File: config.mk
export PLATFORM = sky130hd
export DESIGN_NAME = divide_restoring_param
export DESIGN_NICKNAME = d
export VERILOG_FILES = /design/src/rtl/div_pkg.sv /design/src/rtl/div_restoring_step.sv /design/src/rtl/divide_restoring_param.sv
export SDC_FILE = /design/constraint.sdc
export NUM_CORES = 1
export LEC_CHECK = 0
export CAP_MARGIN = 20
export CORE_MARGIN = 2
export CORE_UTILIZATION = 55
export CTS_BUF_LIST = sky130_fd_sc_hd__clkbuf_16
export DETAILED_ROUTE_END_ITERATION = 8
export PLACE_DENSITY = 0.88
export SYNTH_ARGS = -nofsm -noshare
export SYNTH_HDL_FRONTEND = slang
export SYNTH_SLANG_ARGS = --single-unit
File: constraint.sdc
create_clock -name clock -period 5.9 [get_ports clock]
set_input_delay 1.18 -clock clock [delete_from_list [all_inputs] [get_ports clock]]
set_output_delay 1.18 -clock clock [all_outputs]
set_load 0.03 [all_outputs]
File: src/rtl/div_pkg.sv
// Shared types and constants for the parametrised restoring divider.
//   div_state_t : control FSM encoding
//   DIV0_Q_FILL : bit replicated across the quotient on divide-by-zero
package div_pkg;

  typedef enum logic [1:0] {
    S_IDLE = 2'd0,
    S_BUSY = 2'd1,
    S_FIX  = 2'd2,
    S_DONE = 2'd3
  } div_state_t;

  localparam logic DIV0_Q_FILL = 1'b1;

endpackage

File: src/rtl/div_restoring_step.sv
// One restoring-division iteration (combinational).
// Ports:
//   rem_i     : partial remainder from the previous iteration (always < divisor)
//   bit_i     : next dividend bit shifted into the partial remainder
//   divisor_i : divisor magnitude
//   rem_o     : partial remainder after trial subtraction / restore
//   qbit_o    : quotient bit produced by this iteration
module div_restoring_step #(
  parameter int unsigned VW = 16
) (
  input  logic [VW-1:0] rem_i,
  input  logic          bit_i,
  input  logic [VW-1:0] divisor_i,
  output logic [VW-1:0] rem_o,
  output logic          qbit_o
);

  logic [VW:0]   shifted;
  logic [VW-1:0] diff_lo;

  assign shifted = {rem_i, bit_i};
  // Since rem_i < divisor, a non-negative difference always fits in VW bits,
  // so the low-order subtract is exact whenever it is kept.
  assign diff_lo = shifted[VW-1:0] - divisor_i;
  assign qbit_o  = (shifted >= {1'b0, divisor_i});
  assign rem_o   = qbit_o ? diff_lo : shifted[VW-1:0];

endmodule

File: src/rtl/divide_restoring_param.sv
// Parametrised sequential restoring divider: one quotient bit per clock,
// start/busy/ready handshake, divide-by-zero detection.
// Optional signed mode when the macro DIV_SIGNED_EN is defined (adds the
// signed_op port and the FIX state).
// Ports:
//   clock, reset          : rising-edge clock, async active-high reset
//   signed_op             : operands are two's complement (DIV_SIGNED_EN only)
//   start                 : request, sampled while busy=0
//   dividend / divisor    : operands, captured on the accepting edge
//   quotient / remainder  : result, valid while ready=1
//   div0                  : divisor was zero, valid while ready=1
//   ready                 : result valid, held until the next accepted start
//   busy                  : operation in progress
//   count                 : iteration index
module divide_restoring_param
  import div_pkg::*;
#(
  parameter int unsigned DW = 32,
  parameter int unsigned VW = 16
) (
  input  logic                  clock,
  input  logic                  reset,
`ifdef DIV_SIGNED_EN
  input  logic                  signed_op,
`endif
  input  logic                  start,
  input  logic [DW-1:0]         dividend,
  input  logic [VW-1:0]         divisor,
  output logic [DW-1:0]         quotient,
  output logic [VW-1:0]         remainder,
  output logic                  div0,
  output logic                  ready,
  output logic                  busy,
  output logic [$clog2(DW)-1:0] count
);

  localparam int unsigned CW   = $clog2(DW);
  localparam logic [CW-1:0] LAST = CW'(DW - 1);

  div_state_t    state_q, state_d;
  logic [DW-1:0] quo_q, quo_d;    // dividend shifts out as quotient shifts in
  logic [VW-1:0] rem_q, rem_d;
  logic [VW-1:0] dvs_q, dvs_d;
  logic [CW-1:0] count_q, count_d;
  logic          div0_q, div0_d;
  logic          ready_q, ready_d;
  logic          busy_q, busy_d;

  logic [DW-1:0] dvd_mag;
  logic [VW-1:0] dvs_mag;
  logic          accept_c;
  logic          div_zero_c;
  logic          last_c;
  logic          fix_needed_c;
  logic [VW-1:0] step_rem;
  logic          step_qbit;

`ifdef DIV_SIGNED_EN
  logic sgn_q, sgn_d;
  logic negq_q, negq_d;
  logic negr_q, negr_d;
  logic dvd_neg, dvs_neg;

  // Magnitudes taken at acceptance; most-negative dividend maps onto itself,
  // which is the correct unsigned magnitude.
  assign dvd_neg      = signed_op & dividend[DW-1];
  assign dvs_neg      = signed_op & divisor[VW-1];
  assign dvd_mag      = dvd_neg ? (~dividend) + DW'(1) : dividend;
  assign dvs_mag      = dvs_neg ? (~divisor) + VW'(1) : divisor;
  assign fix_needed_c = sgn_q;
`else
  assign dvd_mag      = dividend;
  assign dvs_mag      = divisor;
  assign fix_needed_c = 1'b0;
`endif

  assign accept_c   = start && ((state_q == S_IDLE) || (state_q == S_DONE));
  assign div_zero_c = (divisor == '0);
  assign last_c     = (count_q == LAST);

  div_restoring_step #(.VW(VW)) u_step (
    .rem_i     (rem_q),
    .bit_i     (quo_q[DW-1]),
    .divisor_i (dvs_q),
    .rem_o     (step_rem),
    .qbit_o    (step_qbit)
  );

  // State register
  always_ff @(posedge clock or posedge reset) begin
    if (reset) state_q <= S_IDLE;
    else       state_q <= state_d;
  end

  // Next-state logic
  always_comb begin
    state_d = state_q;
    case (state_q)
      S_IDLE, S_DONE: if (accept_c) state_d = div_zero_c ? S_DONE : S_BUSY;
      S_BUSY:         if (last_c) state_d = fix_needed_c ? S_FIX : S_DONE;
      S_FIX:          state_d = S_DONE;
      default:        state_d = S_IDLE;
    endcase
  end

  // Datapath / output next values
  always_comb begin
    quo_d   = quo_q;
    rem_d   = rem_q;
    dvs_d   = dvs_q;
    count_d = count_q;
    div0_d  = div0_q;
    ready_d = ready_q;
    busy_d  = busy_q;
`ifdef DIV_SIGNED_EN
    sgn_d   = sgn_q;
    negq_d  = negq_q;
    negr_d  = negr_q;
`endif
    case (state_q)
      S_IDLE, S_DONE: begin
        if (accept_c) begin
          count_d = '0;
          ready_d = 1'b0;
          dvs_d   = dvs_mag;
          if (div_zero_c) begin
            // Result is loaded now; ready follows one edge later.
            quo_d  = {DW{DIV0_Q_FILL}};
            rem_d  = dividend[VW-1:0];
            div0_d = 1'b1;
            busy_d = 1'b0;
`ifdef DIV_SIGNED_EN
            sgn_d  = 1'b0;
            negq_d = 1'b0;
            negr_d = 1'b0;
`endif
          end else begin
            quo_d  = dvd_mag;
            rem_d  = '0;
            div0_d = 1'b0;
            busy_d = 1'b1;
`ifdef DIV_SIGNED_EN
            sgn_d  = signed_op;
            negq_d = dvd_neg ^ dvs_neg;
            negr_d = dvd_neg;
`endif
          end
        end else if ((state_q == S_DONE) && !ready_q) begin
          ready_d = 1'b1;
        end
      end
      S_BUSY: begin
        quo_d = {quo_q[DW-2:0], step_qbit};
        rem_d = step_rem;
        if (last_c) begin
          if (!fix_needed_c) begin
            busy_d  = 1'b0;
            ready_d = 1'b1;
          end
        end else begin
          count_d = count_q + CW'(1);
        end
      end
`ifdef DIV_SIGNED_EN
      S_FIX: begin
        quo_d   = negq_q ? (~quo_q) + DW'(1) : quo_q;
        rem_d   = negr_q ? (~rem_q) + VW'(1) : rem_q;
        busy_d  = 1'b0;
        ready_d = 1'b1;
      end
`endif
      default: ;
    endcase
  end

  // Datapath registers
  always_ff @(posedge clock or posedge reset) begin
    if (reset) begin
      quo_q   <= '0;
      rem_q   <= '0;
      dvs_q   <= '0;
      count_q <= '0;
      div0_q  <= 1'b0;
      ready_q <= 1'b0;
      busy_q  <= 1'b0;
`ifdef DIV_SIGNED_EN
      sgn_q   <= 1'b0;
      negq_q  <= 1'b0;
      negr_q  <= 1'b0;
`endif
    end else begin
      quo_q   <= quo_d;
      rem_q   <= rem_d;
      dvs_q   <= dvs_d;
      count_q <= count_d;
      div0_q  <= div0_d;
      ready_q <= ready_d;
      busy_q  <= busy_d;
`ifdef DIV_SIGNED_EN
      sgn_q   <= sgn_d;
      negq_q  <= negq_d;
      negr_q  <= negr_d;
`endif
    end
  end

  assign quotient  = quo_q;
  assign remainder = rem_q;
  assign div0      = div0_q;
  assign ready     = ready_q;
  assign busy      = busy_q;
  assign count     = count_q;

endmodule

==> run_results.csv <==
group,metric,value,unit
status,status,"finished, final reports clean",
synthesis,syn_avg_cell_area,8.99,sq um
run,cap_violations,0,
detailed_routing,ant_nets,0,
floorplan,io_pins,107,
setup_path,crit_slowest_cell,"and2_0",
detailed_routing,drc,0,
clocking,cts.repair.resized,0,
finish,drive_gt1_share,10.0,%
detailed_routing,firstDrtPassIters,7,
global_route,grt_remaining_overflow,0,
power,power.total,3.77,mW
clocking,cts_tree,"yes",
setup_path,arrival,3.85,ns
synthesis,mappedNetlistArea,4570,sq um
floorplan,core-area,8130,sq um
detailed_routing,drt-wirelength-per-cell,17.2,microns
place,placed_cell_area,5610,sq um
clocking,cts_max_level,3,
synthesis,synthCells,508,
setup_path,crit_type,"in2reg",
clocking,cts.sinks,74,
power,leakage,2.53,nW
place,pre_cts_slack,2.15,ns
sta,setup_ws,2.29,ns
clocking,cts_root_buf,"clkbuf_16",
place,portBuffers,106,
clocking,clk-insertion-delay-late,0.34,ns
synthesis,synth_edf_count,0,
setup_path,endpoint_kind,"flip-flop",
synthesis,yosysUniqueCellTypes,67,
setup_path,critPathLaunchType,"input pin",
detailed_routing,viasPerCell,6.08,
global_route,grt_pass1_vias,4079,
sta,fin_tns_setup,0,ns
place,place.detailed.hpwl,8.56,mm
sta,tightest_slew,0.946,ns
floorplan,start_util,56.1,%
finish,instances_no_fill,704,
floorplan,fp.dieH,95.1,microns
clocking,numCtsBuffers,9,
finish,diodes,0,
setup_path,r2r_cells,8,
setup_path,critPathMaxStageDelay,0.66,ns
synthesis,synth.ff_latch_count,74,
setup_path,path_depth,8,
synthesis,synthArstFlopShare,100,%
global_route,grt_pass1_wl,19.6,mm
setup_path,crit_buf_inv,2,
global_route,grt_max_degree,75,
floorplan,die_x,95.1,microns
synthesis,ys.flop_type,"dfrtp_1",
sta,fmax,277,MHz
setup_path,crit_chain,"clkdlybuf4s50_1 > nor4_1 > and4_1 > buf_4 > and2_0 > a21oi_1 > or2_2 > o31ai_1",
detailed_routing,drtIter0Drc,304,
detailed_routing,vias,4280,
min_path,whs_path_depth,2,
sta,fin_hold_ws,0.502,ns
detailed_routing,routed_wl,12.1,mm
finish,final_util,72.4,%
clocking,cts_setup_buffers,0,
power,p_per_area,639,nW/um^2
global_route,grt_usage,28.0,%
sta,rsz0062_at_grt,"no",
setup_path,worstPathMaxFanout,37,
synthesis,yosysSeqAreaShare,40.5,%
finish,syn2layout_area_growth,29.0,%
synthesis,ys_warn_count,0,
sta,setup_violations,0,
sta,final_hold_viol_count,0,
sta,fin_worst_skew,0.00607,ns
clocking,cts.clk_slew.worst_paths,0.06,ns
place,place.gp.congestion,0.959,
sta,slew_headroom,36.9,%
setup_path,critPathRequiredTime,6.15,ns
sta,fin_crit_sh,61.2,%
finish,post-route-cell-area,5890,sq um
setup_path,critPathTopFamily,"simple AND/OR/NAND/NOR gates",
sta,report.final.slew_viol_count,0,
power,ir_drop,0.440,mV
global_route,antenna_found_initial,0,
floorplan,fp.dieArea,9050,sq um
sta,min_period,3.61,ns
clocking,holdBufCountCts,0,
floorplan,fp-row-count,33,
clocking,clock_path_buffers,2,
min_path,hold_class,"reg2reg",
synthesis,synth_fp_nets,580,
place,placed_cells,688,
finish,nNetsFinal,666,
-- cells in the final DEF, fill, tap and decap left out, types with 4 or more instances in the layout --
cell,count
a21oi_2,4
mux2_2,18
nand4_1,6
nand3_1,4
o21ai_0,73
o22ai_1,5
mux2i_1,5
o21ai_1,6
clkbuf_16,9
or3_1,33
ha_1,20
a31oi_1,6
a21o_1,9
nor2_1,23
o31ai_1,4
a21oi_1,28
a222oi_1,4
nand2b_1,4
inv_6,4
xnor2_1,7
clkdlybuf4s50_1,106
buf_4,4
and3_1,4
nor4_1,4
xor2_1,4
nand2_1,50
nor3_1,6
dfrtp_1,74
inv_1,21
-- cell families after synthesis --
group | Yosys count | synth area share (%)
compound gates | 165 | 22.2
xor+xnor | 11 | 2.11
fa+ha+maj | 21 | 5.92
buf+inv | 59 | 6.30
flops | 74 | 40.5
mux | 23 | 5.53
simple gates | 155 | 17.4
-- final timing paths --
| kind | from | endpoint | slack [ns] |
|---|---|---|---|
| min | quotient[28] | quotient[28] | 0.50 |
| max reg2reg | remainder[0] | remainder[2] | 2.95 |
| max | divisor[0] | remainder[14] | 2.29 |
| max in group asynchronous | reset | dvs_q[13] | 3.82 |
| min reg2reg | quotient[28] | quotient[28] | 0.50 |
| min in group asynchronous | reset | quotient[26] | 1.45 |
-- worst reg2reg max path, delay by kind of cell, from the launching register on --
family	cells	cell delay (ns)
fa+ha+maj	1	0.34
flops	1	0.46
compound gates	4	1.49
simple gates	3	0.54
-- synth_stat cells, drive strengths merged (2+ instances only) --
cell	instances	area, sq um
o21ai	80	400
dfrtp	74	1850
nand2	50	188
or3	33	206
a21oi	32	175
clkbuf	26	128
inv	24	95.1
nor2	24	92.6
ha	20	250
mux2	18	203
a21o	10	76.3
buf	9	65.1
xnor2	7	61.3
a31oi	6	37.5
nand4	6	37.5
nor3	6	30.0
and2	5	36.3
mux2i	5	50.1
o22ai	5	31.3
o31ai	5	42.5
a222oi	4	40.0
and3	4	25.0
nand2b	4	25.0
nand3	4	20.0
nor4	4	25.0
or2	4	25.0
xor2	4	35.0
a211oi	3	40.0
a22oi	3	22.5
nor2b	3	18.8
nor3b	3	22.5
o221ai	3	26.3
a21boi	2	15.0
o21a	2	16.3
-- metal layers --
metal	up-vias	routed length (microns)	global-route usage [%]
li1	2012	-	-
met1	2063	5100	35.7
met2	178	6060	46.5
met3	27	666	5.53
met4	0	284	11.7
met5	-	0	0
-- where the power goes --
| part | total (mW) | internal [mW] | switching (mW) |
|---|---|---|---|
| Clock | 0.520 | 0.291 | 0.229 |
| Combinational | 2.31 | 0.951 | 1.36 |
| Sequential | 0.938 | 0.741 | 0.197 |
| Total | 3.77 | 1.98 | 1.78 |
-- state kept, by name (all words and copies together) (netlist names) --
name	count
quotient	32
count	5
dvs_q	16
busy	1
ready	1
remainder	16
state_q	2
div0	1
-- area by class of cell --
cell class                      count  area [sq um]
Clock inverter                      7          57.6
Multi-Input combinational cell    375          2440
Tap cell                          105           131
Clock buffer                        9           225
Sequential cell                    74          1850
Timing Repair Buffer              110          1090
Fill cell                         601          2240
Inverter                           24          95.1
Power figures use the tool's default switching activity.
